===== config.mk =====
export PLATFORM = sky130hd
export DESIGN_NAME = alu_shift_seq_flat
export DESIGN_NICKNAME = d
export VERILOG_FILES = /design/src/rtl/alu_pkg.sv /design/src/rtl/alu_shift_seq_if.sv /design/src/rtl/alu_shift_decode.sv /design/src/rtl/alu_shift_seq.sv /design/src/flat_wrapper.sv
export SDC_FILE = /design/constraint.sdc
export NUM_CORES = 1
export LEC_CHECK = 0
export CAP_MARGIN = 20
export CORE_ASPECT_RATIO = 1.4
export CORE_MARGIN = 5
export CORE_UTILIZATION = 40
export CTS_BUF_LIST = sky130_fd_sc_hd__clkbuf_8
export CTS_CLUSTER_SIZE = 14
export DETAILED_ROUTE_END_ITERATION = 12
export PLACE_DENSITY = 0.85
export SYNTH_ARGS = -nofsm -noshare
export SYNTH_HDL_FRONTEND = slang
export SYNTH_SLANG_ARGS = --single-unit

===== constraint.sdc =====
create_clock -name clk -period 3.6 [get_ports clk]
set_clock_uncertainty 0.05 [all_clocks]
set_input_delay 1.08 -clock clk [delete_from_list [all_inputs] [get_ports clk]]
set_output_delay 1.08 -clock clk [all_outputs]
set_load 0.005 [all_outputs]

===== src/rtl/alu_pkg.sv =====
// alu_pkg: shared shift-op, sequencer state and ALU control encodings
package alu_pkg;
  typedef enum logic [2:0] {
    OP_RLC = 3'd0, OP_RRC = 3'd1, OP_RL = 3'd2, OP_RR = 3'd3,
    OP_SLA = 3'd4, OP_SRA = 3'd5, OP_SWAP = 3'd6, OP_SRL = 3'd7
  } shift_op_e;
  typedef enum logic [1:0] {S_IDLE, S_SHIFT, S_RESULT, S_DONE} state_e;
  typedef enum logic [1:0] {NO_SH, L_SH, R_SH} sh_e;
  typedef enum logic [1:0] {NO_OE, SH_OE, RES_OE} oe_e;
  typedef enum logic {NO_LD, BUS_LD} ld_e;
endpackage


===== src/rtl/alu_shift_seq_if.sv =====
// alu_shift_seq_if: request handshake, ALU control word and result bus
interface alu_shift_seq_if import alu_pkg::*; ();
  logic       req_valid, req_ready, req_cf;
  logic [2:0] req_op;
  logic [7:0] req_b;
  logic [7:0] alu_op;
  logic       alu_si;
  sh_e        alu_sh;
  oe_e        alu_oe;
  ld_e        alu_la, alu_lb;
  logic       alu_r, alu_s, alu_v, alu_ne, alu_ci, alu_l, alu_h;
  logic       alu_shift_dbh, alu_zero;
  logic [7:0] alu_result;
  logic       done, err, flag_z, flag_n, flag_h, flag_c;
  logic [7:0] res;
  modport slave (
    input  req_valid, req_op, req_b, req_cf, alu_shift_dbh, alu_result, alu_zero,
    output req_ready, alu_op, alu_si, alu_sh, alu_oe, alu_la, alu_lb, alu_r, alu_s,
           alu_v, alu_ne, alu_ci, alu_l, alu_h, done, res, flag_z, flag_n, flag_h,
           flag_c, err
  );
  modport master (
    output req_valid, req_op, req_b, req_cf, alu_shift_dbh, alu_result, alu_zero,
    input  req_ready, alu_op, alu_si, alu_sh, alu_oe, alu_la, alu_lb, alu_r, alu_s,
           alu_v, alu_ne, alu_ci, alu_l, alu_h, done, res, flag_z, flag_n, flag_h,
           flag_c, err
  );
endinterface


===== src/rtl/alu_shift_decode.sv =====
// alu_shift_decode: maps a shift op to its shift-in bit and direction
module alu_shift_decode import alu_pkg::*; (
  input  shift_op_e  i_op,
  input  logic [7:0] i_b,
  input  logic       i_cf,
  output logic       o_si,
  output sh_e        o_sh
);
  // rotates feed back the outgoing end, RL/RR feed carry, SRA replicates sign
  always_comb begin
    o_si = (i_op == OP_RLC || i_op == OP_SRA) ? i_b[7] :
           (i_op == OP_RRC) ? i_b[0] :
           (i_op == OP_RL || i_op == OP_RR) ? i_cf : 1'b0;
    o_sh = (i_op == OP_RLC || i_op == OP_RL || i_op == OP_SLA) ? L_SH : R_SH;
  end
endmodule


===== src/rtl/alu_shift_seq.sv =====
// alu_shift_seq: sequences a CB-prefix shift/rotate through the ALU in three cycles
module alu_shift_seq import alu_pkg::*; (
  input logic clk,
  input logic reset,
  alu_shift_seq_if.slave bus
);
  state_e     r_state, w_next;
  shift_op_e  r_op;
  logic [7:0] r_b, r_res;
  logic       r_cf, r_carry, r_err, r_z, r_c;
  logic       w_rdy, w_acc, w_legal, w_shift, w_result, w_si;
  sh_e        w_sh;

  alu_shift_decode u_dec (.i_op(r_op), .i_b(r_b), .i_cf(r_cf), .o_si(w_si), .o_sh(w_sh));

  // state register
  always_ff @(posedge clk)
    r_state <= reset ? S_IDLE : w_next;

  // acceptance and next state; a reserved op is consumed without starting a sequence
  always_comb begin
    w_rdy    = r_state == S_IDLE || r_state == S_DONE;
    w_acc    = bus.req_valid && w_rdy;
    w_legal  = w_acc && bus.req_op != OP_SWAP;
    w_shift  = r_state == S_SHIFT;
    w_result = r_state == S_RESULT;
    w_next   = w_legal ? S_SHIFT : w_shift ? S_RESULT : w_result ? S_DONE : S_IDLE;
  end

  // operand capture, carry/result latching and error pulse
  always_ff @(posedge clk) begin
    if (reset) begin
      r_op    <= OP_RLC;
      r_b     <= '0;
      r_cf    <= 1'b0;
      r_carry <= 1'b0;
      r_err   <= 1'b0;
      r_res   <= '0;
      r_z     <= 1'b0;
      r_c     <= 1'b0;
    end else begin
      r_err <= w_acc && !w_legal;
      if (w_legal) begin
        r_op <= shift_op_e'(bus.req_op);
        r_b  <= bus.req_b;
        r_cf <= bus.req_cf;
      end
      if (w_shift) r_carry <= bus.alu_shift_dbh;
      if (w_result) begin
        r_res <= bus.alu_result;
        r_z   <= bus.alu_zero;
        r_c   <= r_carry;
      end
    end
  end

  // ALU control word and status outputs, idle word outside SHIFT/RESULT
  always_comb begin
    bus.req_ready = w_rdy;
    bus.alu_op    = w_shift ? r_b : '0;
    bus.alu_si    = w_shift && w_si;
    bus.alu_sh    = w_shift ? w_sh : NO_SH;
    bus.alu_oe    = w_shift ? SH_OE : w_result ? RES_OE : NO_OE;
    bus.alu_la    = w_shift ? BUS_LD : NO_LD;
    bus.alu_lb    = w_shift ? BUS_LD : NO_LD;
    bus.alu_r     = w_shift || w_result;
    bus.alu_s     = w_shift || w_result;
    bus.alu_v     = w_shift || w_result;
    bus.alu_ne    = 1'b0;
    bus.alu_ci    = 1'b0;
    bus.alu_l     = w_shift;
    bus.alu_h     = w_result;
    bus.done      = r_state == S_DONE;
    bus.err       = r_err;
    bus.res       = r_res;
    bus.flag_z    = r_z;
    bus.flag_c    = r_c;
    bus.flag_n    = 1'b0;
    bus.flag_h    = 1'b0;
  end
endmodule


===== src/flat_wrapper.sv =====
// flat-port wrapper written by rule: the top's interface ports become plain ports
module alu_shift_seq_flat import alu_pkg::*;
  (clk, reset, bus_req_valid, bus_req_op, bus_req_b, bus_req_cf, bus_alu_shift_dbh, bus_alu_result, bus_alu_zero, bus_req_ready, bus_alu_op, bus_alu_si, bus_alu_sh, bus_alu_oe, bus_alu_la, bus_alu_lb, bus_alu_r, bus_alu_s, bus_alu_v, bus_alu_ne, bus_alu_ci, bus_alu_l, bus_alu_h, bus_done, bus_res, bus_flag_z, bus_flag_n, bus_flag_h, bus_flag_c, bus_err);
  alu_shift_seq_if bus_i ();
  input logic clk;
  input logic reset;
  input wire logic [$bits(bus_i.req_valid)-1:0] bus_req_valid;
  input wire logic [$bits(bus_i.req_op)-1:0] bus_req_op;
  input wire logic [$bits(bus_i.req_b)-1:0] bus_req_b;
  input wire logic [$bits(bus_i.req_cf)-1:0] bus_req_cf;
  input wire logic [$bits(bus_i.alu_shift_dbh)-1:0] bus_alu_shift_dbh;
  input wire logic [$bits(bus_i.alu_result)-1:0] bus_alu_result;
  input wire logic [$bits(bus_i.alu_zero)-1:0] bus_alu_zero;
  output wire logic [$bits(bus_i.req_ready)-1:0] bus_req_ready;
  output wire logic [$bits(bus_i.alu_op)-1:0] bus_alu_op;
  output wire logic [$bits(bus_i.alu_si)-1:0] bus_alu_si;
  output wire logic [$bits(bus_i.alu_sh)-1:0] bus_alu_sh;
  output wire logic [$bits(bus_i.alu_oe)-1:0] bus_alu_oe;
  output wire logic [$bits(bus_i.alu_la)-1:0] bus_alu_la;
  output wire logic [$bits(bus_i.alu_lb)-1:0] bus_alu_lb;
  output wire logic [$bits(bus_i.alu_r)-1:0] bus_alu_r;
  output wire logic [$bits(bus_i.alu_s)-1:0] bus_alu_s;
  output wire logic [$bits(bus_i.alu_v)-1:0] bus_alu_v;
  output wire logic [$bits(bus_i.alu_ne)-1:0] bus_alu_ne;
  output wire logic [$bits(bus_i.alu_ci)-1:0] bus_alu_ci;
  output wire logic [$bits(bus_i.alu_l)-1:0] bus_alu_l;
  output wire logic [$bits(bus_i.alu_h)-1:0] bus_alu_h;
  output wire logic [$bits(bus_i.done)-1:0] bus_done;
  output wire logic [$bits(bus_i.res)-1:0] bus_res;
  output wire logic [$bits(bus_i.flag_z)-1:0] bus_flag_z;
  output wire logic [$bits(bus_i.flag_n)-1:0] bus_flag_n;
  output wire logic [$bits(bus_i.flag_h)-1:0] bus_flag_h;
  output wire logic [$bits(bus_i.flag_c)-1:0] bus_flag_c;
  output wire logic [$bits(bus_i.err)-1:0] bus_err;
  assign bus_i.req_valid = bus_req_valid;
  assign bus_i.req_op = bus_req_op;
  assign bus_i.req_b = bus_req_b;
  assign bus_i.req_cf = bus_req_cf;
  assign bus_i.alu_shift_dbh = bus_alu_shift_dbh;
  assign bus_i.alu_result = bus_alu_result;
  assign bus_i.alu_zero = bus_alu_zero;
  assign bus_req_ready = bus_i.req_ready;
  assign bus_alu_op = bus_i.alu_op;
  assign bus_alu_si = bus_i.alu_si;
  assign bus_alu_sh = bus_i.alu_sh;
  assign bus_alu_oe = bus_i.alu_oe;
  assign bus_alu_la = bus_i.alu_la;
  assign bus_alu_lb = bus_i.alu_lb;
  assign bus_alu_r = bus_i.alu_r;
  assign bus_alu_s = bus_i.alu_s;
  assign bus_alu_v = bus_i.alu_v;
  assign bus_alu_ne = bus_i.alu_ne;
  assign bus_alu_ci = bus_i.alu_ci;
  assign bus_alu_l = bus_i.alu_l;
  assign bus_alu_h = bus_i.alu_h;
  assign bus_done = bus_i.done;
  assign bus_res = bus_i.res;
  assign bus_flag_z = bus_i.flag_z;
  assign bus_flag_n = bus_i.flag_n;
  assign bus_flag_h = bus_i.flag_h;
  assign bus_flag_c = bus_i.flag_c;
  assign bus_err = bus_i.err;
  alu_shift_seq u_core (.clk(clk), .reset(reset), .bus(bus_i));
endmodule

==> metrics.cfg <==
[run_status]
outcome=complete, no violations

[timing]
finalSetupViolCount=0
hold_ws_ns=0.411
period_minus_slack_ns=2.93
max_slew_margin=0.604
rsz0062_at_grt=false
final_max_slew_viol_count=0
worst_pin_slew_ns=0.593
setup_tns_ns=0
fmax_ghz=0.341
min_period_over_period=0.815
finalHoldViolCount=0

[power_and_ir_drop]
p_sw_frac=0.270
p_int_mw=0.577
seqPwrFrac=0.435
irDropWorstVdd_v=0.000331
p_total_mw=0.791
power_density_nw_per_um2=444
power_leakage_nw=0.709
switchingPower_mw=0.214
clkPwrFrac=0.234
pwr-share-comb=0.331

[setup_path]
critical_path_class=reg -> out
setup.worst_path.start=u_core.r_state[0]
cp-end-kind=output port
crit_cells=3
startpoint_type=register
cp_num_buf_inv=1
r2r_start=u_core.r_state[0]
worstPathArrival_ns=1.80
path_delay_family=buffers and inverters
cp_max_fo=16
rr_worst_depth=5
path_cells=ha_1, nor2b_1, clkdlybuf4s50_1
required_ns=2.47
crit_path_top_delay_cell=clkdlybuf4s50_1
slowest_delay_ns=0.51

[yosys]
async_flop_share=0
synthTopCellsByArea=dfxtp_1 43%, mux2i_1 17%, buf_4 6.8%
synth_top_area_frac=0.431
yosys_most_used_dff=dfxtp_1
ys_seq_elements=26
synth_top_area_cell=dfxtp_1
synth_edf_count=0
yosysWarnings=0
yosysSeqAreaShare=0.431
syn_area_sq_um=1210
syn-mean-instance-area_sq_um=9.52
synth_cells=127
synth_cell_types=23

[hold_path]
min_path_cells=2
hold_start=u_core.r_b[6]
hold_path_class=reg -> reg

[place]
dp_hpwl_um=2160
place.gp.congestion=0.709
portBuffers=57

[floorplan]
ios=62
fp.dieArea_sq_um=4240
die_h_um=75.0
die_w_um=56.5
core_sq_um=2880
num_rows=23
start_util=0.420

[clock_network]
cts-hold-fix-buffers=0
cts_tree=done
clk_pin_slew_ns=0.09
cts-root-buf=clkbuf_8
cts_buffer_depth=2
cts_inserted_buffers=3
postCtsSetupBuffers=0
htree_levels=1
clk_latency_ns=0.27
cts_sinks=26
ctsResizeCount=0

[global_routing]
grt_pass1_vias=1006
grt_max_degree=23
antenna_found_initial=0
grt_pass1_wl_um=4630
overflow=0
grt_usage=0.137

[finish]
fill_cells=257
seq_area_sq_um=520
multi_input_area_sq_um=561
syn_to_final_growth_pct=47.2
drive_above_1_share=0.0568
fin_nets=205
n_antenna_cell=0

[routing]
vias_per_cell=4.68
drc=0
dr.pass1.iters=3
wl_per_cell_um=13.0
totalWireLength_um=2770
antenna_left=0
vias=996
drt-initial-drc-count=11

[flow_run]
cap_violations=0

[through the flow]
| stage | cells | instance area (sq um) | setup slack, ns | utilization |
|---|---|---|---|---|
| after floorplan | 130 | 1220 | 1.48 | - |
| after detailed placement | 209 | 1720 | 0.816 | 0.599 |
| final | 213 | 1780 | 0.666 | 0.618 |
| after CTS | 213 | 1780 | 0.629 | 0.618 |
| after global routing | 213 | 1780 | 0.498 | 0.618 |
| after global placement | 209 | 1720 | 0.924 | 0.599 |
[power groups by stage]
stage               registers (mW)  clock network, mW  logic, mW
global route                 0.349              0.202      0.287
finish                       0.344              0.185      0.262
CTS                          0.344              0.192      0.266
global placement             0.349                  0      0.257
detailed placement           0.351                  0      0.264
floorplan                    0.347                  0      0.158
[synth_stat cells, types with 2 or more instances]
master,n
o221a_2,2
mux2i_1,21
and2_1,9
nor2_1,12
clkbuf_1,2
dfxtp_1,26
inv_1,5
nor3_1,2
buf_2,2
o21a_1,2
buf_4,11
nand2_1,20
ha_1,3
[flip-flops by register name (all words and copies together), names as in the netlist]
| signal | count |
|---|---|
| u_core.bus.flag_c | 1 |
| u_core.r_state | 2 |
| u_core.bus.err | 1 |
| u_core.r_b | 8 |
| u_core.bus.res | 8 |
| u_core.r_op | 3 |
| u_core.bus.flag_z | 1 |
| u_core.r_carry | 1 |
| u_core.r_cf | 1 |
[final timing paths]
kind	slack, ns	to
worst max-delay path	0.67	bus_alu_sh[1]
worst min-delay path	0.41	u_core.r_b[6]
worst max register to register	1.91	u_core.r_op[1]
worst min register to register	0.41	u_core.r_b[6]
[routing by layer]
metal / vias up / track usage / part of all wire / wire [um]
li1: 497 / - / - / -
met1: 444 / 0.153 / 0.42 / 1160
met2: 51 / 0.219 / 0.44 / 1230
met3: 4 / 0.0686 / 0.13 / 354
met4: 0 / 0.0633 / 0.0097 / 27
met5: - / 0 / 0 / 0
[cell families (layout without fill, tap and decap cells)]
kind of cell    after synthesis  count (layout)  share of synthesized area
mux                          21              21                      0.174
simple gates                 48              48                      0.200
other cells                   1               4                    0.00310
compound gates                7               7                     0.0466
flops                        26              26                      0.431
fa+ha+maj                     3               3                     0.0311
buf+inv                      21              67                      0.115
[worst reg2reg max path, cell delays in order (launching register included)]
cell and delay, ns:
dfxtp_1 0.37, inv_1 0.06, ha_1 0.35, nand2_2 0.13, nor2b_4 0.40, o221a_2 0.27
[layout make-up]
type,instances,share of cell area
Inverter,5,0.0105
Sequential cell,26,0.293
Multi-Input combinational cell,83,0.315
Timing Repair Buffer,58,0.325
Clock buffer,4,0.0309
Tap cell,37,0.0260
[placed cells by master (no fill, tap or decap), drive strengths merged]
master | Yosys | layout
nor2 | 12 | 12
clkdlybuf4s50 | 0 | 57
nor2b | 2 | 2
and2 | 9 | 9
o21a | 2 | 2
a21oi | 1 | 1
ha | 3 | 3
nand3b | 1 | 1
inv | 5 | 5
dfxtp | 26 | 26
buf | 14 | 1
o21ai | 1 | 1
nor3 | 2 | 2
mux2i | 21 | 21
conb | 1 | 4
o221a | 2 | 2
nand4b | 1 | 1
clkbuf | 2 | 4
nand2 | 21 | 21
o32ai | 1 | 1
No activity file was read; power rests on OpenSTA's default activity.
